<file path="config.mk">
export PLATFORM = sky130hd
export DESIGN_NAME = serial_lsb_comparator_flat
export DESIGN_NICKNAME = d
export VERILOG_FILES = /design/src/rtl/serial_lsb_comparator_if.sv /design/src/rtl/serial_lsb_comparator.sv /design/src/flat_wrapper.sv
export SDC_FILE = /design/constraint.sdc
export NUM_CORES = 1
export LEC_CHECK = 0
export ABC_AREA = 1
export BUFFER_PORTS_ARGS = -buffer_cell sky130_fd_sc_hd__buf_2
export CORE_MARGIN = 2
export CORE_UTILIZATION = 32
export DETAILED_ROUTE_END_ITERATION = 8
export SLEW_MARGIN = 15
export SYNTH_ARGS = -nofsm -noshare
export SYNTH_HDL_FRONTEND = slang
export SYNTH_SLANG_ARGS = --single-unit
</file>
<file path="constraint.sdc">
create_clock -name clk -period 2 [get_ports clk]
set_clock_uncertainty 0.1 [all_clocks]
set_input_delay 0 -clock clk [delete_from_list [all_inputs] [get_ports clk]]
set_output_delay 0 -clock clk [all_outputs]
set_load 0.01 [all_outputs]
</file>
<file path="src/rtl/serial_lsb_comparator_if.sv">
// Bit-serial comparator bus: operand bit pairs and control in, status and result out.
// master drives the operand stream, slave is the comparator.
interface serial_lsb_comparator_if;
  logic start;
  logic bit_valid;
  logic a_bit;
  logic b_bit;
  logic busy;
  logic done;
  logic eq;
  logic gt;
  logic lt;

  modport master (
    output start, bit_valid, a_bit, b_bit,
    input  busy, done, eq, gt, lt
  );

  modport slave (
    input  start, bit_valid, a_bit, b_bit,
    output busy, done, eq, gt, lt
  );
endinterface

</file>
<file path="src/rtl/serial_lsb_comparator.sv">
// LSB-first bit-serial magnitude comparator: one compare slice reused over WIDTH beats;
// a later (more significant) differing bit overrides any earlier verdict.
module serial_lsb_comparator #(
  parameter int WIDTH = 8
) (
  input  logic                   clk,
  input  logic                   rst,
  serial_lsb_comparator_if.slave bus
);

  localparam int CW = $clog2(WIDTH + 1);
  localparam logic [CW-1:0] LAST_IDX = CW'(WIDTH - 1);

  typedef enum logic [1:0] {
    IDLE = 2'd0,
    RUN  = 2'd1,
    DONE = 2'd2
  } state_t;

  state_t        state_reg, state_next;
  logic [CW-1:0] cnt_reg, cnt_next;
  logic          eq_reg, eq_next;
  logic          gt_reg, gt_next;
  logic          lt_reg, lt_next;
  logic          busy_reg, busy_next;
  logic          done_reg, done_next;

  always_ff @(posedge clk) begin
    if (rst) begin
      state_reg <= IDLE;
      cnt_reg   <= '0;
      eq_reg    <= 1'b0;
      gt_reg    <= 1'b0;
      lt_reg    <= 1'b0;
      busy_reg  <= 1'b0;
      done_reg  <= 1'b0;
    end else begin
      state_reg <= state_next;
      cnt_reg   <= cnt_next;
      eq_reg    <= eq_next;
      gt_reg    <= gt_next;
      lt_reg    <= lt_next;
      busy_reg  <= busy_next;
      done_reg  <= done_next;
    end
  end

  always_comb begin
    state_next = state_reg;
    cnt_next   = cnt_reg;
    eq_next    = eq_reg;
    gt_next    = gt_reg;
    lt_next    = lt_reg;

    case (state_reg)
      IDLE, DONE: begin
        // Results stay visible in IDLE until the next start clears them.
        if (bus.start) begin
          state_next = RUN;
          cnt_next   = '0;
          eq_next    = 1'b1;
          gt_next    = 1'b0;
          lt_next    = 1'b0;
        end else begin
          state_next = IDLE;
        end
      end
      RUN: begin
        if (bus.bit_valid) begin
          cnt_next = cnt_reg + CW'(1);
          if (bus.a_bit != bus.b_bit) begin
            eq_next = 1'b0;
            gt_next = bus.b_bit;
            lt_next = bus.a_bit;
          end
          if (cnt_reg == LAST_IDX) begin
            state_next = DONE;
          end
        end
      end
      default: state_next = IDLE;
    endcase

    busy_next = (state_next == RUN);
    done_next = (state_next == DONE);
  end

  assign bus.busy = busy_reg;
  assign bus.done = done_reg;
  assign bus.eq   = eq_reg;
  assign bus.gt   = gt_reg;
  assign bus.lt   = lt_reg;

endmodule

</file>
<file path="src/flat_wrapper.sv">
// flat-port wrapper written by rule: the top's interface ports become plain ports
module serial_lsb_comparator_flat 
#(
  parameter int WIDTH = 8
)
  (clk, rst, bus_start, bus_bit_valid, bus_a_bit, bus_b_bit, bus_busy, bus_done, bus_eq, bus_gt, bus_lt);
  serial_lsb_comparator_if bus_i ();
  input  logic clk;
  input  logic rst;
  input wire logic [$bits(bus_i.start)-1:0] bus_start;
  input wire logic [$bits(bus_i.bit_valid)-1:0] bus_bit_valid;
  input wire logic [$bits(bus_i.a_bit)-1:0] bus_a_bit;
  input wire logic [$bits(bus_i.b_bit)-1:0] bus_b_bit;
  output wire logic [$bits(bus_i.busy)-1:0] bus_busy;
  output wire logic [$bits(bus_i.done)-1:0] bus_done;
  output wire logic [$bits(bus_i.eq)-1:0] bus_eq;
  output wire logic [$bits(bus_i.gt)-1:0] bus_gt;
  output wire logic [$bits(bus_i.lt)-1:0] bus_lt;
  assign bus_i.start = bus_start;
  assign bus_i.bit_valid = bus_bit_valid;
  assign bus_i.a_bit = bus_a_bit;
  assign bus_i.b_bit = bus_b_bit;
  assign bus_busy = bus_i.busy;
  assign bus_done = bus_i.done;
  assign bus_eq = bus_i.eq;
  assign bus_gt = bus_i.gt;
  assign bus_lt = bus_i.lt;
  serial_lsb_comparator #(.WIDTH(WIDTH)) u_core (.clk(clk), .rst(rst), .bus(bus_i));
endmodule
</file>
==> metrics.cfg, run 1 <==
[run_status]
status = finished clean

[power]
power_switching_uw = 128
powerDensity_nw_per_um2 = 720
total_power_uw = 471
clock_power_share_pct = 31.9
power.internal_uw = 344
leakage_uw = 0.000291
switching_share_pct = 27.1
comb_power_share_pct = 17.7
ir_worst_vdd_v = 0.000314
p_seq_share_pct = 50.5

[run]
cap_violations = 0

[sta]
period_needed_ns = 1.53
max_freq_mhz = 654
setup_viol = 0
hold_viol = 0
fin_crit_sh_pct = 76.4
max_slew_margin_pct = 86.9
setup_tns_ns = 0
rsz0062_at_grt = no
worstMarginPinSlew_ns = 0.197
slew_violations = 0

[synthesis]
yosys_warnings = 0
avgSynthCellArea_um2 = 7.36
syn_nets = 74
ys_seq_elements = 11
synthCells = 67
synth_area_um2 = 493
ys_types = 16
synth_top_area_cell = dfxtp_1
synthTopCellsByArea = dfxtp_1 45%, nand2_1 9.9%, nor2_1 7.6%
netlist.area_leader.share_pct = 44.7
yosysSeqAreaShare_pct = 44.7

[cts]
root_buffer = clkbuf_4
tritoncts = done
post-cts-setup-buffers = 0
htree_levels = 1
cts-buffers-inserted = 3
cts_resized = 0
clk_pin_slew_ns = 0.07
cts.sinks = 11
clk_latency_ns = 0.27
cts_hold_buf = 7
clock_path_buffers = 2

[final_layout]
syn_to_final_growth_pct = 32.7
final_area_um2 = 654
multiInputGateArea_um2 = 238
drive_gt1_share_pct = 24.1
largest_reg_flops = 4
fin_nets = 95
seqCellArea_um2 = 220
final_common_cell = nand2_1
final_cells = 103
n_antenna_cell = 0
layout_common_cells = 13 x nand2_1, 11 x dfxtp_1, 10 x nor2_1, 10 x buf_2
fill_cells = 165

[floorplan]
dieArea_um2 = 1870
start_util_pct = 33.5
die_h_um = 43.3
rows = 14
die_w_um = 43.3
core_area_um2 = 1470
ios = 11

[critical_path]
crit_path_start_kind = flip-flop
critPathTopFamily = buffers and inverters
path_max_fanout = 9
crit_buf_inv = 1
arrival_ns = 1.64
cp_slowest_cell = dlygate4sd3_1
cpPeakStageDelay_ns = 0.55
path_cells = nand3_1, nand2_4, nand2_1, a21oi_1, dlygate4sd3_1
crit_required_ns = 2.11
cp-end-kind = flip-flop
path_class = reg -> reg

[place]
gp_congestion = 0.706
hpwl_um = 649
io_buffers = 10
dpl_cell_area_um2 = 558
dp_cells = 92

[routing]
vias = 458
drt_iter0_drc = 2
highest_layer = met4
avgRoutedWirePerCell_um = 8.73
post_drt_via_cell_ratio = 4.45
drc_errors = 0
drt-met1-wl_um = 432
wl_um = 899
met3_wirelength_um = 35
drt_pass1_iterations = 4
antenna_left = 0
met2WireLength_um = 397

[grt]
overflow = 0
grt_usage_pct = 11.8
antenna_found_initial = 0
grt_pass1_wl_mm = 1.52
grt_max_degree = 13
grt_pass1_vias = 374

[min_path]
min_path_type = reg -> reg

path summary, 6_finish.rpt:
kind,start,to,slack (ns),depth (start not counted)
min reg2reg,u_core.bus.eq,u_core.bus.eq,0.43,4
min,u_core.bus.eq,u_core.bus.eq,0.43,4
max reg2reg,u_core.state_reg[0],u_core.cnt_reg[0],0.47,5
max,u_core.state_reg[0],u_core.cnt_reg[0],0.47,5
logic make-up after synthesis:
group	count (synthesis)	share of synthesized area, %
buffers and inverters	9	7.11
AO/OA/AOI/OAI	10	11.7
adder cells (fa/ha/maj)	1	2.54
flip-flops	11	44.7
AND/OR/NAND/NOR	36	34.0
synth_stat cells, drive strengths merged:
| cell | count |
|---|---|
| nand2 | 17 |
| dfxtp | 11 |
| nor2 | 11 |
| inv | 8 |
| nand3 | 6 |
| o21ai | 6 |
| a21oi | 4 |
| nor3 | 2 |
| buf | 1 |
| ha | 1 |
worst min-delay path, stage by stage, from the launching register on:
cell and delay (ns):
dfxtp_1 0.31, inv_1 0.05, nor2_1 0.03, nand2_1 0.05, o21ai_1 0.05
routing by layer:
layer	vias up	GRT usage, %
met1	191	14.6
met2	8	15.5
li1	255	-
met3	4	2.55
met5	-	0
met4	0	12.7
through the flow:
stage | setup WS, ns | hold slack (ns) | utilization, %
final | 0.472 | 0.427 | 44.5
after global routing | 0.333 | 0.453 | 44.5
after CTS | 0.470 | 0.426 | 44.5
after detailed placement | 0.904 | 0.208 | 37.9
after global placement | 0.899 | 0.198 | 37.9
after floorplan | 0.991 | 0.0592 | -
power by group through the flow:
stage | Combinational, uW | Clock, uW | Sequential, uW
CTS | 84.0 | 160 | 238
floorplan | 49.5 | 0 | 245
global placement | 72.6 | 0 | 242
detailed placement | 72.8 | 0 | 243
global route | 94.1 | 170 | 239
finish | 83.2 | 150 | 238
area by class of cell:
type | count | share of cell area (%)
Multi-Input combinational cell | 47 | 36.3
Inverter | 8 | 4.59
Tap cell | 16 | 3.06
Sequential cell | 11 | 33.7
Timing Repair Buffer | 17 | 18.4
Clock buffer | 4 | 4.02
Power figures use the tool's default switching activity.
==> run 2, diff against run 1 <==
Settings changed: ABC_AREA 1 to 0.
Clock period 2 ns to 1.4 ns, I/O delays scaled along.
==> run 2 against run 1 <==
Against the previous run: clock-buffer cell count unchanged; first-iteration DRC count up 100%; critical path depth down 2; sequential cell count unchanged; global-route usage up 0.083 points; cell area down 7.5%; sequential power up 39%; die area down 2.1%; via count down 7.0%; critical endpoint is now u_core.cnt_reg[1]; largest power group unchanged; highest routed layer unchanged.
==> metrics.cfg, run 2 <==
[min_path]
hold_path_depth = 3
min_path_type = in -> reg

[routing]
wl_um = 920
drt_iter0_drc = 4
drc_errors = 0
post_drt_via_cell_ratio = 5.13
antenna_left = 0
vias = 426
drt_pass1_iterations = 4
avgRoutedWirePerCell_um = 11.1

[final_layout]
final_common_cell = dfxtp_1
syn_to_final_growth_pct = 25.7
multiInputGateArea_um2 = 241
n_antenna_cell = 0
final_area_um2 = 606
fin_nets = 75
seqCellArea_um2 = 220
layout_common_cells = 11 x dfxtp_1, 10 x buf_2, 4 x inv_1
drive_gt1_share_pct = 28.4
fill_cells = 153
largest_reg_flops = 4

[synthesis]
synthTopCellsByCount = 11 x dfxtp_1, 4 x inv_1, 3 x a21oi_1, 3 x nor2_1, 3 x nor3_1
ys_types = 26
synthArstFlopShare_pct = 0
synth_ff_type = dfxtp_1
syn_nets = 57
yosys_warnings = 0
synth-edff-count = 0
synthCells = 50
synth_top_area_cell = dfxtp_1
synthTopCellsByArea = dfxtp_1 46%, nand4b_1 3.6%, o2bb2ai_1 3.6%
netlist.area_leader.share_pct = 45.7
synth.most_common_cell = dfxtp_1
synth_area_um2 = 482
yosysSeqAreaShare_pct = 45.7
ys_seq_elements = 11
avgSynthCellArea_um2 = 9.63

[place]
dpl_cell_area_um2 = 569
post-place-ws_ns = 0.0901
hpwl_um = 723
io_buffers = 10
gp_congestion = 0.744

[critical_path]
path_class = reg -> reg
crit_path_start_kind = flip-flop
cp-end-kind = flip-flop
path_max_fanout = 7
r2r_cells = 3
crit_required_ns = 1.52
arrival_ns = 1.45

[grt]
grt_pass1_vias = 395
grt_max_degree = 10
grt_usage_pct = 11.8
antenna_found_initial = 0
overflow = 0
grt_pass1_wl_mm = 1.62

[cts]
clk_latency_ns = 0.27
cts.sinks = 11
tritoncts = done
clk_pin_slew_ns = 0.07
root_buffer = clkbuf_4
htree_levels = 1
cts_resized = 0
clock_path_buffers = 2
post-cts-setup-buffers = 0
cts-buffers-inserted = 3

[sta]
hold_viol = 0
period_needed_ns = 1.33
max_slew_margin_pct = 82.1
slew_violations = 0
setup_tns_ns = 0
setup_viol = 0
layout_setup_ws_ns = 0.0716
fin_crit_sh_pct = 94.9
max_freq_mhz = 753
worstMarginPinSlew_ns = 0.266
rsz0062_at_grt = no

[power]
leakage_uw = 0.000250
powerDensity_nw_per_um2 = 1030
ir_worst_vdd_v = 0.000446

[floorplan]
die_h_um = 42.8
start_util_pct = 33.1
die_w_um = 42.8
ios = 11
dieArea_um2 = 1830
rows = 14
core_area_um2 = 1450

[run]
cap_violations = 0

[run_status]
status = finished clean

run 2: routing by layer:
layer  GRT usage, %  part of all wire, %
met5              0                    0
met4           7.50                  2.3
met2           17.6                   42
met1           15.3                   49
met3           2.55                  7.1
run 2: layout make-up:
class / instances / area share, %
tap: 16 / 3.31
sequential: 11 / 36.4
clock buffer: 4 / 4.34
inverter: 4 / 2.48
timing repair buffer: 14 / 13.6
multi-input combinational: 34 / 39.9
run 2: where the power goes:
part	internal [uW]	switching [uW]	leakage (uW)
Combinational	38.4	38.7	0.000145
Sequential	324	8.02	0.0000896
Clock	110	103	0.0000150
run 2: what timing repair did:
action | 4_1_cts | 5_1_grt
hold buffers | 1 | 0
setup endpoints to repair | 0 | 0
hold endpoints to repair | 5 | 0
run 2: stage by stage:
stage	total power, uW	cells	utilization, %	hold WS (ns)
finish	622	83	41.7	0.0113
global route	664	83	41.7	0.0322
CTS	634	83	41.7	0.00393
detailed placement	414	78	39.2	0.192
global placement	414	78	39.2	0.192
floorplan	382	50	-	0.0947
run 2: worst max-delay path: stages, from the launching register on:
cell and delay, ns:
dfxtp_1 0.42, or3b_4 0.41, a211oi_1 0.23, a31o_1 0.12
run 2: worst paths after layout:
check | startpoint | end | slack [ns]
hold reg to reg | u_core.bus.gt | u_core.bus.gt | 0.38
setup reg to reg | u_core.state_reg[0] | u_core.cnt_reg[1] | 0.07
hold / removal | bus_bit_valid | u_core.bus.gt | 0.01
setup / recovery | u_core.state_reg[0] | u_core.cnt_reg[1] | 0.07
run 2: logic make-up after synthesis:
logic type / after synthesis / synth area share [%]
simple gates: 18 / 24.9
fa+ha+maj: 1 / 2.60
xor+xnor: 2 / 3.64
buf+inv: 5 / 4.15
flops: 11 / 45.7
compound gates: 13 / 19.0
==> run 3, diff against run 2 <==
Settings changed: ABC_AREA 0 to 1.
==> run 3 against run 2 <==
Against the previous run: routed wire length rose by 0.98%; cell count grew 23%; sequential share of layout area shrank 2.2 points; sequential cell count unchanged; non-clock buffer count grew 2; fmax shrank 1.1%; setup slack lost 0.014 ns; global-route usage up 0.17 points; cell area up 6.4%; critical path type is now in -> reg; critical endpoint is now u_core.bus.lt; largest cell class unchanged; largest power group unchanged.
==> metrics.cfg, run 3 (synthesis gave the netlist of run 1 again) <==
[power]
leakage_uw = 0.000284
ir_worst_vdd_v = 0.000343
p_seq_share_pct = 50.5
power.internal_uw = 488
powerDensity_nw_per_um2 = 1040
switching_share_pct = 27.4
clock_power_share_pct = 32.1
comb_power_share_pct = 17.4
power_switching_uw = 184

[final_layout]
multiInputGateArea_um2 = 238
final_common_cell = nand2_1
final_cells = 102
largest_reg_flops = 4
seqCellArea_um2 = 220
n_antenna_cell = 0
fin_nets = 94
drive_gt1_share_pct = 24.4
layout_common_cells = 13 x nand2_1, 11 x dfxtp_1, 10 x nor2_1, 10 x buf_2, 7 x inv_1
fill_cells = 164
syn_to_final_growth_pct = 30.7

[critical_path]
path_max_fanout = 2
crit_path_start_kind = input pin
path_class = in -> reg
r2r_setup_slack_ns = 0.29
arrival_ns = 1.45
crit_required_ns = 1.50
cp-end-kind = flip-flop

[routing]
post_drt_via_cell_ratio = 4.57
drc_errors = 0
drt_iter0_drc = 12
drt_pass1_iterations = 4
avgRoutedWirePerCell_um = 9.11
vias = 466
wl_um = 929
antenna_left = 0

[sta]
max_freq_mhz = 745
max_slew_margin_pct = 86.1
period_needed_ns = 1.34
setup_viol = 0
worstMarginPinSlew_ns = 0.209
slew_violations = 0
setup_tns_ns = 0
fin_crit_sh_pct = 95.9
rsz0062_at_grt = no
hold_viol = 0

[cts]
clock_path_buffers = 2
clk_latency_ns = 0.26
tritoncts = done
clk_pin_slew_ns = 0.07
cts_resized = 0
htree_levels = 1
cts_hold_buf = 6
root_buffer = clkbuf_4
cts-buffers-inserted = 3
post-cts-setup-buffers = 0
cts.sinks = 11

[grt]
grt_pass1_vias = 395
antenna_found_initial = 0
grt_pass1_wl_mm = 1.59
grt_usage_pct = 12.0
grt_max_degree = 13
overflow = 0

[floorplan]
die_w_um = 43.3
start_util_pct = 33.5
rows = 14
die_h_um = 43.3
dieArea_um2 = 1870
ios = 11
core_area_um2 = 1470

[place]
dp_cells = 92
io_buffers = 10
gp_congestion = 0.709
hpwl_um = 664

[run_status]
status = finished clean

[min_path]
min_path_type = reg -> reg

[run]
cap_violations = 0

## run 3: changes by cell type in the layout (fill, tap and decap cells not counted), sizes merged, moves of 4 or more
cell,change
dlygate4sd3,+5
inv,+4
nand2,+17
nand3,+5
nor2,+8
o21ai,+4
## run 3: cell type report
class                           instances  area share, %
Tap cell                               16           3.11
Clock buffer                            4           4.08
Timing Repair Buffer                   16           17.1
Sequential cell                        11           34.2
Inverter                                8           4.66
Multi-Input combinational cell         47           36.9
## run 3: worst max-delay path: stages
cell and delay [ns]:
dlygate4sd3_1 0.53, buf_2 0.13, inv_1 0.04, nand2_1 0.06, dlygate4sd3_1 0.57, o21ai_2 0.11
## run 3: worst paths after layout
check,from,endpoint,cells after the start
hold / removal,u_core.cnt_reg[2],u_core.cnt_reg[2],2
setup / recovery,bus_b_bit,u_core.bus.lt,6
hold reg to reg,u_core.cnt_reg[2],u_core.cnt_reg[2],2
setup reg to reg,u_core.cnt_reg[0],u_core.state_reg[0],4
## run 3: metrics by stage
step	worst slack [ns]	hold WS [ns]	utilization, %	area [um^2]	power, uW
after floorplan	0.391	0.0592	-	493	421
after global placement	0.298	0.198	37.9	558	450
after detailed placement	0.285	0.203	37.9	558	452
after CTS	0.0888	0.419	43.8	644	681
after global routing	0.0249	0.463	43.8	644	716
final	0.0573	0.413	43.8	644	672
## run 3: per-layer routing
metal,wire length [um],vias to the layer above,share of wire [%],GRT usage (%)
met4,15,0,1.6,9.09
met5,0,-,0,0
met3,41,2,4.4,3.83
met2,415,12,45,16.7
li1,-,255,-,-
met1,456,197,49,15.1
## run 3: power by group through the flow
stage,clock [uW],sequential [uW],combinational [uW]
after floorplan,0,350,70.7
after global placement,0,346,104
after detailed placement,0,347,105
after CTS,223,340,118
after global routing,242,342,132
final,216,340,117
